## src/rtl/difftest_arch_event_gen.sv

```systemverilog
`timescale 1ns/1ps

// Generic circular FIFO; a write is accepted while full if a read leaves the same cycle.
// Latency: a written entry is readable from the edge it is written on (one cycle to rd_vld).
// Backpressure: wr_rdy drops when full and no read is pending; rd side holds data until rd_rdy.
module difftest_arch_event_fifo #(
    parameter int DEPTH = 4,
    parameter int W     = 8
) (
    input  logic         clock,
    input  logic         reset_n,
    input  logic         wr_vld,
    output logic         wr_rdy,
    input  logic [W-1:0] wr_dat,
    output logic         rd_vld,
    input  logic         rd_rdy,
    output logic [W-1:0] rd_dat
);
    localparam int PTR_W = $clog2(DEPTH);
    localparam logic [PTR_W:0] FULL_CNT = (PTR_W + 1)'(DEPTH);

    logic [W-1:0]     mem [DEPTH];
    logic [PTR_W-1:0] wr_ptr;
    logic [PTR_W-1:0] rd_ptr;
    logic [PTR_W:0]   count;
    logic             full;
    logic             push;
    logic             pop;

    assign full   = (count == FULL_CNT);
    assign rd_vld = (count != '0);
    assign pop    = rd_vld && rd_rdy;
    // A pop in the same cycle frees the slot the push needs, so full+pop still accepts.
    assign wr_rdy = !full || pop;
    assign push   = wr_vld && wr_rdy;
    assign rd_dat = mem[rd_ptr];

    // Storage array; contents are only meaningful where count says so, so no reset needed.
    always_ff @(posedge clock) begin
        if (push) begin
            mem[wr_ptr] <= wr_dat;
        end
    end

    // Pointers wrap naturally because DEPTH is a power of two; count tracks occupancy.
    always_ff @(posedge clock or negedge reset_n) begin
        if (!reset_n) begin
            wr_ptr <= '0;
            rd_ptr <= '0;
            count  <= '0;
        end else begin
            if (push) begin
                wr_ptr <= wr_ptr + PTR_W'(1);
            end
            if (pop) begin
                rd_ptr <= rd_ptr + PTR_W'(1);
            end
            case ({push, pop})
                2'b10:   count <= count + (PTR_W + 1)'(1);
                2'b01:   count <= count - (PTR_W + 1)'(1);
                default: count <= count;
            endcase
        end
    end

endmodule

// Captures core trap events into a FIFO and presents them one record at a time to the ArchEvent sink.
// Latency: event captured at edge N is on the outputs during cycle N+1; no combinational trap-to-out path.
// Backpressure: head record held stable while out_ready is low; events arriving while full are dropped and counted.
module difftest_arch_event_gen #(
    parameter int DEPTH = 4,
    parameter int CNT_W = 16
) (
    input  logic             clock,
    input  logic             reset_n,
    input  logic             trap_valid,
    input  logic             trap_is_int,
    input  logic [31:0]      trap_cause,
    input  logic [63:0]      trap_pc,
    input  logic [31:0]      trap_inst,
    input  logic             trap_nmi,
    input  logic             trap_hvictl,
    input  logic [7:0]       coreid,
    output logic             out_enable,
    input  logic             out_ready,
    output logic [31:0]      out_interrupt,
    output logic [31:0]      out_exception,
    output logic [63:0]      out_exception_pc,
    output logic [31:0]      out_exception_inst,
    output logic             out_has_nmi,
    output logic             out_vi_hvictl,
    output logic [7:0]       out_coreid,
    output logic             overflow,
    output logic [CNT_W-1:0] drop_count
);
    typedef struct packed {
        logic        is_int;
        logic [31:0] cause;
        logic [63:0] pc;
        logic [31:0] inst;
        logic        nmi;
        logic        hvictl;
    } ev_t;

    localparam int EV_W = $bits(ev_t);
    localparam logic [CNT_W-1:0] CNT_MAX = '1;

    ev_t  trap_ev;
    ev_t  head_ev;
    logic head_vld;
    logic fifo_wr_rdy;
    logic drop;

    assign trap_ev = '{
        is_int: trap_is_int,
        cause:  trap_cause,
        pc:     trap_pc,
        inst:   trap_inst,
        nmi:    trap_nmi,
        hvictl: trap_hvictl
    };

    difftest_arch_event_fifo #(
        .DEPTH (DEPTH),
        .W     (EV_W)
    ) u_fifo (
        .clock   (clock),
        .reset_n (reset_n),
        .wr_vld  (trap_valid),
        .wr_rdy  (fifo_wr_rdy),
        .wr_dat  (trap_ev),
        .rd_vld  (head_vld),
        .rd_rdy  (out_ready),
        .rd_dat  (head_ev)
    );

    // An event is lost only when the FIFO is full and nothing leaves this cycle.
    assign drop = trap_valid && !fifo_wr_rdy;

    // Sticky overflow flag and saturating drop counter; only reset clears them.
    always_ff @(posedge clock or negedge reset_n) begin
        if (!reset_n) begin
            overflow   <= 1'b0;
            drop_count <= '0;
        end else if (drop) begin
            overflow <= 1'b1;
            if (drop_count != CNT_MAX) begin
                drop_count <= drop_count + CNT_W'(1);
            end
        end
    end

    // Head record mapping; all data forced to zero when no record is offered so the sink never sees stale bits.
    always_comb begin
        out_enable         = head_vld;
        out_interrupt      = 32'd0;
        out_exception      = 32'd0;
        out_exception_pc   = 64'd0;
        out_exception_inst = 32'd0;
        out_has_nmi        = 1'b0;
        out_vi_hvictl      = 1'b0;
        if (head_vld) begin
            out_interrupt      = head_ev.is_int ? head_ev.cause : 32'd0;
            out_exception      = head_ev.is_int ? 32'd0 : head_ev.cause;
            out_exception_pc   = head_ev.pc;
            out_exception_inst = head_ev.inst;
            out_has_nmi        = head_ev.nmi;
            out_vi_hvictl      = head_ev.hvictl;
        end
    end

    assign out_coreid = coreid;

endmodule

```

## config.mk

```make
export PLATFORM = sky130hd
export DESIGN_NAME = difftest_arch_event_gen
export DESIGN_NICKNAME = d
export VERILOG_FILES = /design/src/rtl/difftest_arch_event_gen.sv
export SDC_FILE = /design/constraint.sdc
export NUM_CORES = 1
export LEC_CHECK = 0
export ABC_AREA = 1
export BUFFER_PORTS_ARGS = -buffer_cell sky130_fd_sc_hd__buf_2
export CORE_MARGIN = 2
export CORE_UTILIZATION = 45
export DETAILED_ROUTE_END_ITERATION = 12
export GPL_ROUTABILITY_DRIVEN = 0
export PLACE_DENSITY = 0.63
export SLEW_MARGIN = 10
export SYNTH_ARGS = -nofsm -noshare
export SYNTH_HDL_FRONTEND = slang
export SYNTH_SLANG_ARGS = --single-unit
```

## constraint.sdc

```tcl
create_clock -name clock -period 10.9 [get_ports clock]
set_input_delay 1.09 -clock clock [delete_from_list [all_inputs] [get_ports clock]]
set_output_delay 1.09 -clock clock [all_outputs]
set_load 0.005 [all_outputs]
```

======== Word level (Yosys, flattened, before mapping) ========
Memory sizes are Yosys's and may differ from the RTL's.
Cells that the tools add are included.
word-level totals
  flip-flop bits (word level) ............. 24
  RAM bits ................................ 524
  bits of input ports ..................... 143
  output and inout bits ................... 188
  word-level logic and storage cells ...... 35
  memories ................................ 1
memories
  memory      depth  bits a word  read ports  clocked after memory_dff  write ports  line  source
  u_fifo.mem  4      131          1           0                         1            22    logic [W-1:0] mem [DEPTH];
operators by class
  add/subtract/negate cells ............... 5
  eq/ne operators ......................... 4
  mux-type cells .......................... 11
  reduce and logical (&&, ||, !) cells .... 9
operators by type and width
  cell                                                 count
  two-way mux 32 bit                                   5
  two-way mux 64 bit                                   1
  adder 16 x 1 -> 16 bit, second input constant        1
  inequality test 16 bit, second input constant        1
  one-hot mux 3 bit (2 select lines)                   1
  adder 2 x 1 -> 2 bit, second input constant          2
  two-way mux 1 bit                                    4
  adder 3 x 1 -> 3 bit, second input constant          1
  equality test 3 bit, second input constant           1
  logical AND 1 bit                                    3
  nonzero test 3 bit                                   1
  subtractor 3 x 1 -> 3 bit, second input constant     1
  equality test 2 x 1 -> 1 bit, second input constant  1
  equality test 2 bit, second input constant           1
  zero test 1 bit                                      2
  AND reduction 2 bit                                  1
  nonzero test 2 bit                                   1
  logical OR 1 bit                                     1

======== Depth between registers and ports, before layout ========
  depth in word-level cells ............... 6
  gate-level depth with buffers ........... 10
  mapped depth without buffers ............ 10

======== Hierarchy ========
A second synthesis with hierarchy kept.
unflattened totals
  cells, all modules ...................... 1798
  area, all modules ....................... 22074.9 sq um
by module, submodules not included
  module                    times used  cells an instance  area an instance (sq um)  sequential area each (sq um)
  difftest_arch_event_fifo  1           1324               19762.7                   15910.3
  difftest_arch_event_gen   1           474                2312.2                    425.4

======== Worst setup path before layout ========
OpenSTA, ideal clock, no wires.
  path kind ............................... input to register
  start ................................... input out_ready
  end ..................................... memory u_fifo.mem[0][0] in the netlist's numbering, enable pin
  setup time .............................. 623 ps
  arrival time ............................ 6799 ps
  data required time ...................... 10277 ps
  path slack .............................. 3477 ps
  stages on the path ...................... 4
  buffers on the path ..................... 0
  cells stage by stage .................... nor2_1 nand2_1 nand2_1 nor2_1
between the ends
  cells in the longest elaborated chain, start to end .. 5
ends and longest elaborated chain
  what                                     line  source
  start, declared                          86    input logic out_ready,
  logical AND 1 bit                        32    assign pop = rd_vld && rd_rdy;
  logical OR 1 bit                         34    assign wr_rdy = !full || pop;
  logical AND 1 bit                        35    assign push = wr_vld && wr_rdy;
  two-way mux 1 bit                        40    if (push) begin
  two-way mux 1 bit (not written as such)  41    mem[wr_ptr] <= wr_dat;
  end, declared                            22
No other way between the ends.

======== Worst setup path in the final report ========
  start ................................... register u_fifo.rd_ptr[0]
  end ..................................... output out_exception_inst[3]
between the ends
  cells in the longest elaborated chain, start to end .. 2
ends and longest elaborated chain
  what                       line  source
  start, declared            24    logic [PTR_W-1:0] rd_ptr;
  start signal, assigned     56    rd_ptr <= rd_ptr + PTR_W'(1);
  memory read (4 x 131 bit)  -
  two-way mux 32 bit         163   if (head_vld) begin
  end, declared              90    output logic [31:0] out_exception_inst,
No other way between the ends.

==> reports/metrics.yaml <==
layout:
  fillCellCount: 4035
  register_area_um2: 16300
  mostFrequentLayoutCells: "543 x nor2_1, 524 x edfxtp_1, 314 x buf_2"
  multi_input_area_um2: 4810
  num-nets-final: 2186
  drive_above_1_share: 0.203
  layout_commonest_cell: "nor2_1"
  postLayoutCoreUtil: 0.535
  area_delta_synth_final_pct: 17.1
run_status:
  run_status: "finished, final reports clean"
drt:
  dr_wl_met2_um: 24800
  routed-wl-met3_um: 3550
  vias: 14100
  drt_iter0_markers: 1010
  routed_wl_um: 50700
  final_antenna_net_count: 0
  drtPass1Iterations: 7
  drc: 0
  viasPerCell: 5.23
  top_layer_used: "met5"
  wl_met1_um: 21400
  wire_per_inst_um: 18.8
hold_path:
  hold_class: "reg -> reg"
  hold_depth: 1
synthesis:
  netlist.area_leader.share: 0.722
  ys_seq_area_frac: 0.749
  synth.distinct_cells: 25
  synthCells: 1755
  postSynthAreaPerCell_um2: 12.4
  syn_area_um2: 21800
  synth_fp_nets: 1905
  ys_ff_latch: 548
  yosys_warnings: 0
  synthTopCellsByArea: "edfxtp_1 72%, nor2_1 9.4%, o21ai_1 3.3%"
  yosys.area.top_type: "edfxtp_1"
global_route:
  grt_usage: 0.199
  grt_max_degree: 105
  grt_remaining_overflow: 0
  grt_pass1_vias: 13400
  grt_pass1_wl_um: 76500
  antenna_found_initial: 13
die:
  dieWidth_um: 224
  die_h_um: 224
  ios: 331
  rows: 80
  die_area_um2: 50200
  start_util: 0.457
  core_area_um2: 47700
placed_design:
  portBuffers: 314
  hpwl_um: 28200
power_and_ir_drop:
  peakVddDrop_mv: 0.198
  leakage_uw: 0.00934
  powerDensity_nw_per_um2: 289
clock_network:
  clock_sinks: 548
  cts_setup_buffers: 0
  htree_levels: 2
  cts_tree: "yes"
  clock_path_buffers: 3
  cts_made_buffers: 56
  ctsHoldBuffers: 0
  cts_resized: 0
  ctsRootBufferMaster: "clkbuf_16"
  cts.clk_slew.worst_paths_ns: 0.06
  insertion_delay_ns: 0.61
critical_path:
  cp_data_arrival_time_ns: 4.28
  crit_path_end_kind: "primary output"
  required_ns: 9.81
  slowest_delay_ns: 1.05
  crit_chain: "buf_4 -> buf_4 -> nor2_1 -> nor2_1 -> o21ai_0 -> a21oi_1 -> buf_2"
  reg2reg_depth: 10
  path_class: "reg -> out"
  cp_max_fo: 90
  start_kind: "flop"
  cpMaxStageDelayCell: "dfrtp_4"
sta:
  setup_viol: 0
  fmax_mhz: 186
  hold_viol_final: 0
  fin_crit_ns: 5.37
  setup_tns_ns: 0
  rsz0062_at_grt: "false"
  report.final.slew_viol_count: 0
  period_share: 0.493
  slew_headroom: 0.197
  worstMarginPinSlew_ns: 1.20
  fin_skew_ns: 0.0215
flow_run:
  maxCapViolations: 0
[path summary, 6_finish.rpt]
kind	start	to	slack [ns]
max in group asynchronous	reset_n	u_fifo.rd_ptr[0]	9.92
worst min register to register	overflow	overflow	0.48
worst min-delay path	overflow	overflow	0.48
worst max register to register	u_fifo.count[0]	u_fifo.count[2]	7.60
worst max-delay path	u_fifo.rd_ptr[0]	out_exception_inst[3]	5.53
min in group asynchronous	reset_n	drop_count[3]	0.51
[synthesized netlist by cell type]
| cell | count |
|---|---|
| xnor2_1 | 4 |
| nand2_1 | 75 |
| o21ai_1 | 142 |
| inv_1 | 30 |
| ha_1 | 6 |
| nand3_1 | 13 |
| or2_2 | 1 |
| o21ai_0 | 127 |
| dfrtp_1 | 24 |
| a21oi_1 | 100 |
| nand3b_1 | 2 |
| fa_1 | 1 |
| clkbuf_1 | 46 |
| inv_2 | 3 |
| buf_6 | 1 |
| nor2_1 | 547 |
| buf_4 | 28 |
| buf_1 | 7 |
| o22a_1 | 32 |
| nand4_1 | 5 |
| xor2_1 | 7 |
| edfxtp_1 | 524 |
| nand2_2 | 1 |
| clkbuf_2 | 2 |
| buf_2 | 27 |
[power breakdown]
group / internal [uW] / total [uW] / leakage [uW] / switching, uW
clock network: 1050 / 1820 / 0.000848 / 770
registers: 2760 / 2910 / 0.00510 / 149
logic: 918 / 2650 / 0.00338 / 1730
[worst max-delay path: cells and delay by family (launching register included)]
kind                   cells  cell delay [ns]
buffers and inverters      3             1.81
AOI/OAI and AO/OA          2             0.37
and+or+nand+nor            2             0.24
DFF                        1             1.05
[per-stage QoR]
step                      cell area, um^2  total power, uW  cells  hold slack [ns]  setup slack (ns)
final                               25500             7380   2701            0.477              5.53
after global routing                25500             7840   2698            0.503              5.19
after CTS                           25500             7480   2694            0.474              5.43
after detailed placement            23800             5650   2593            0.460              6.13
after global placement              23800             5600   2593            0.452              6.17
after floorplan                     21800             4620   1755            0.465              3.48
[kinds of logic after synthesis]
family | synth area share
AO/OA/AOI/OAI | 0.0976
XOR/XNOR | 0.00442
adder cells (fa/ha/maj) | 0.00436
buffers and inverters | 0.0316
flip-flops | 0.749
AND/OR/NAND/NOR | 0.113
[per-layer routing]
| metal | vias to the layer above | global-route usage |
|---|---|---|
| met4 | 18 | 0.0533 |
| met1 | 6859 | 0.258 |
| met2 | 391 | 0.330 |
| li1 | 6762 | - |
| met3 | 89 | 0.0546 |
| met5 | - | 0 |
[area by class of cell]
| cell class | count | area share |
|---|---|---|
| Timing Repair Buffer | 334 | 0.0675 |
| Tap cell | 615 | 0.0301 |
| Inverter | 33 | 0.00520 |
| Clock inverter | 30 | 0.00995 |
| Clock buffer | 71 | 0.0579 |
| Antenna cell | 7 | 0.000686 |
| Multi-Input combinational cell | 1063 | 0.188 |
| Sequential cell | 548 | 0.640 |
[state kept, by name (all words and copies together) (netlist names)]
signal         count
u_fifo.count       3
overflow           1
u_fifo.wr_ptr      2
u_fifo.rd_ptr      2
u_fifo.mem       524
drop_count        16
Power figures use the tool's default switching activity.
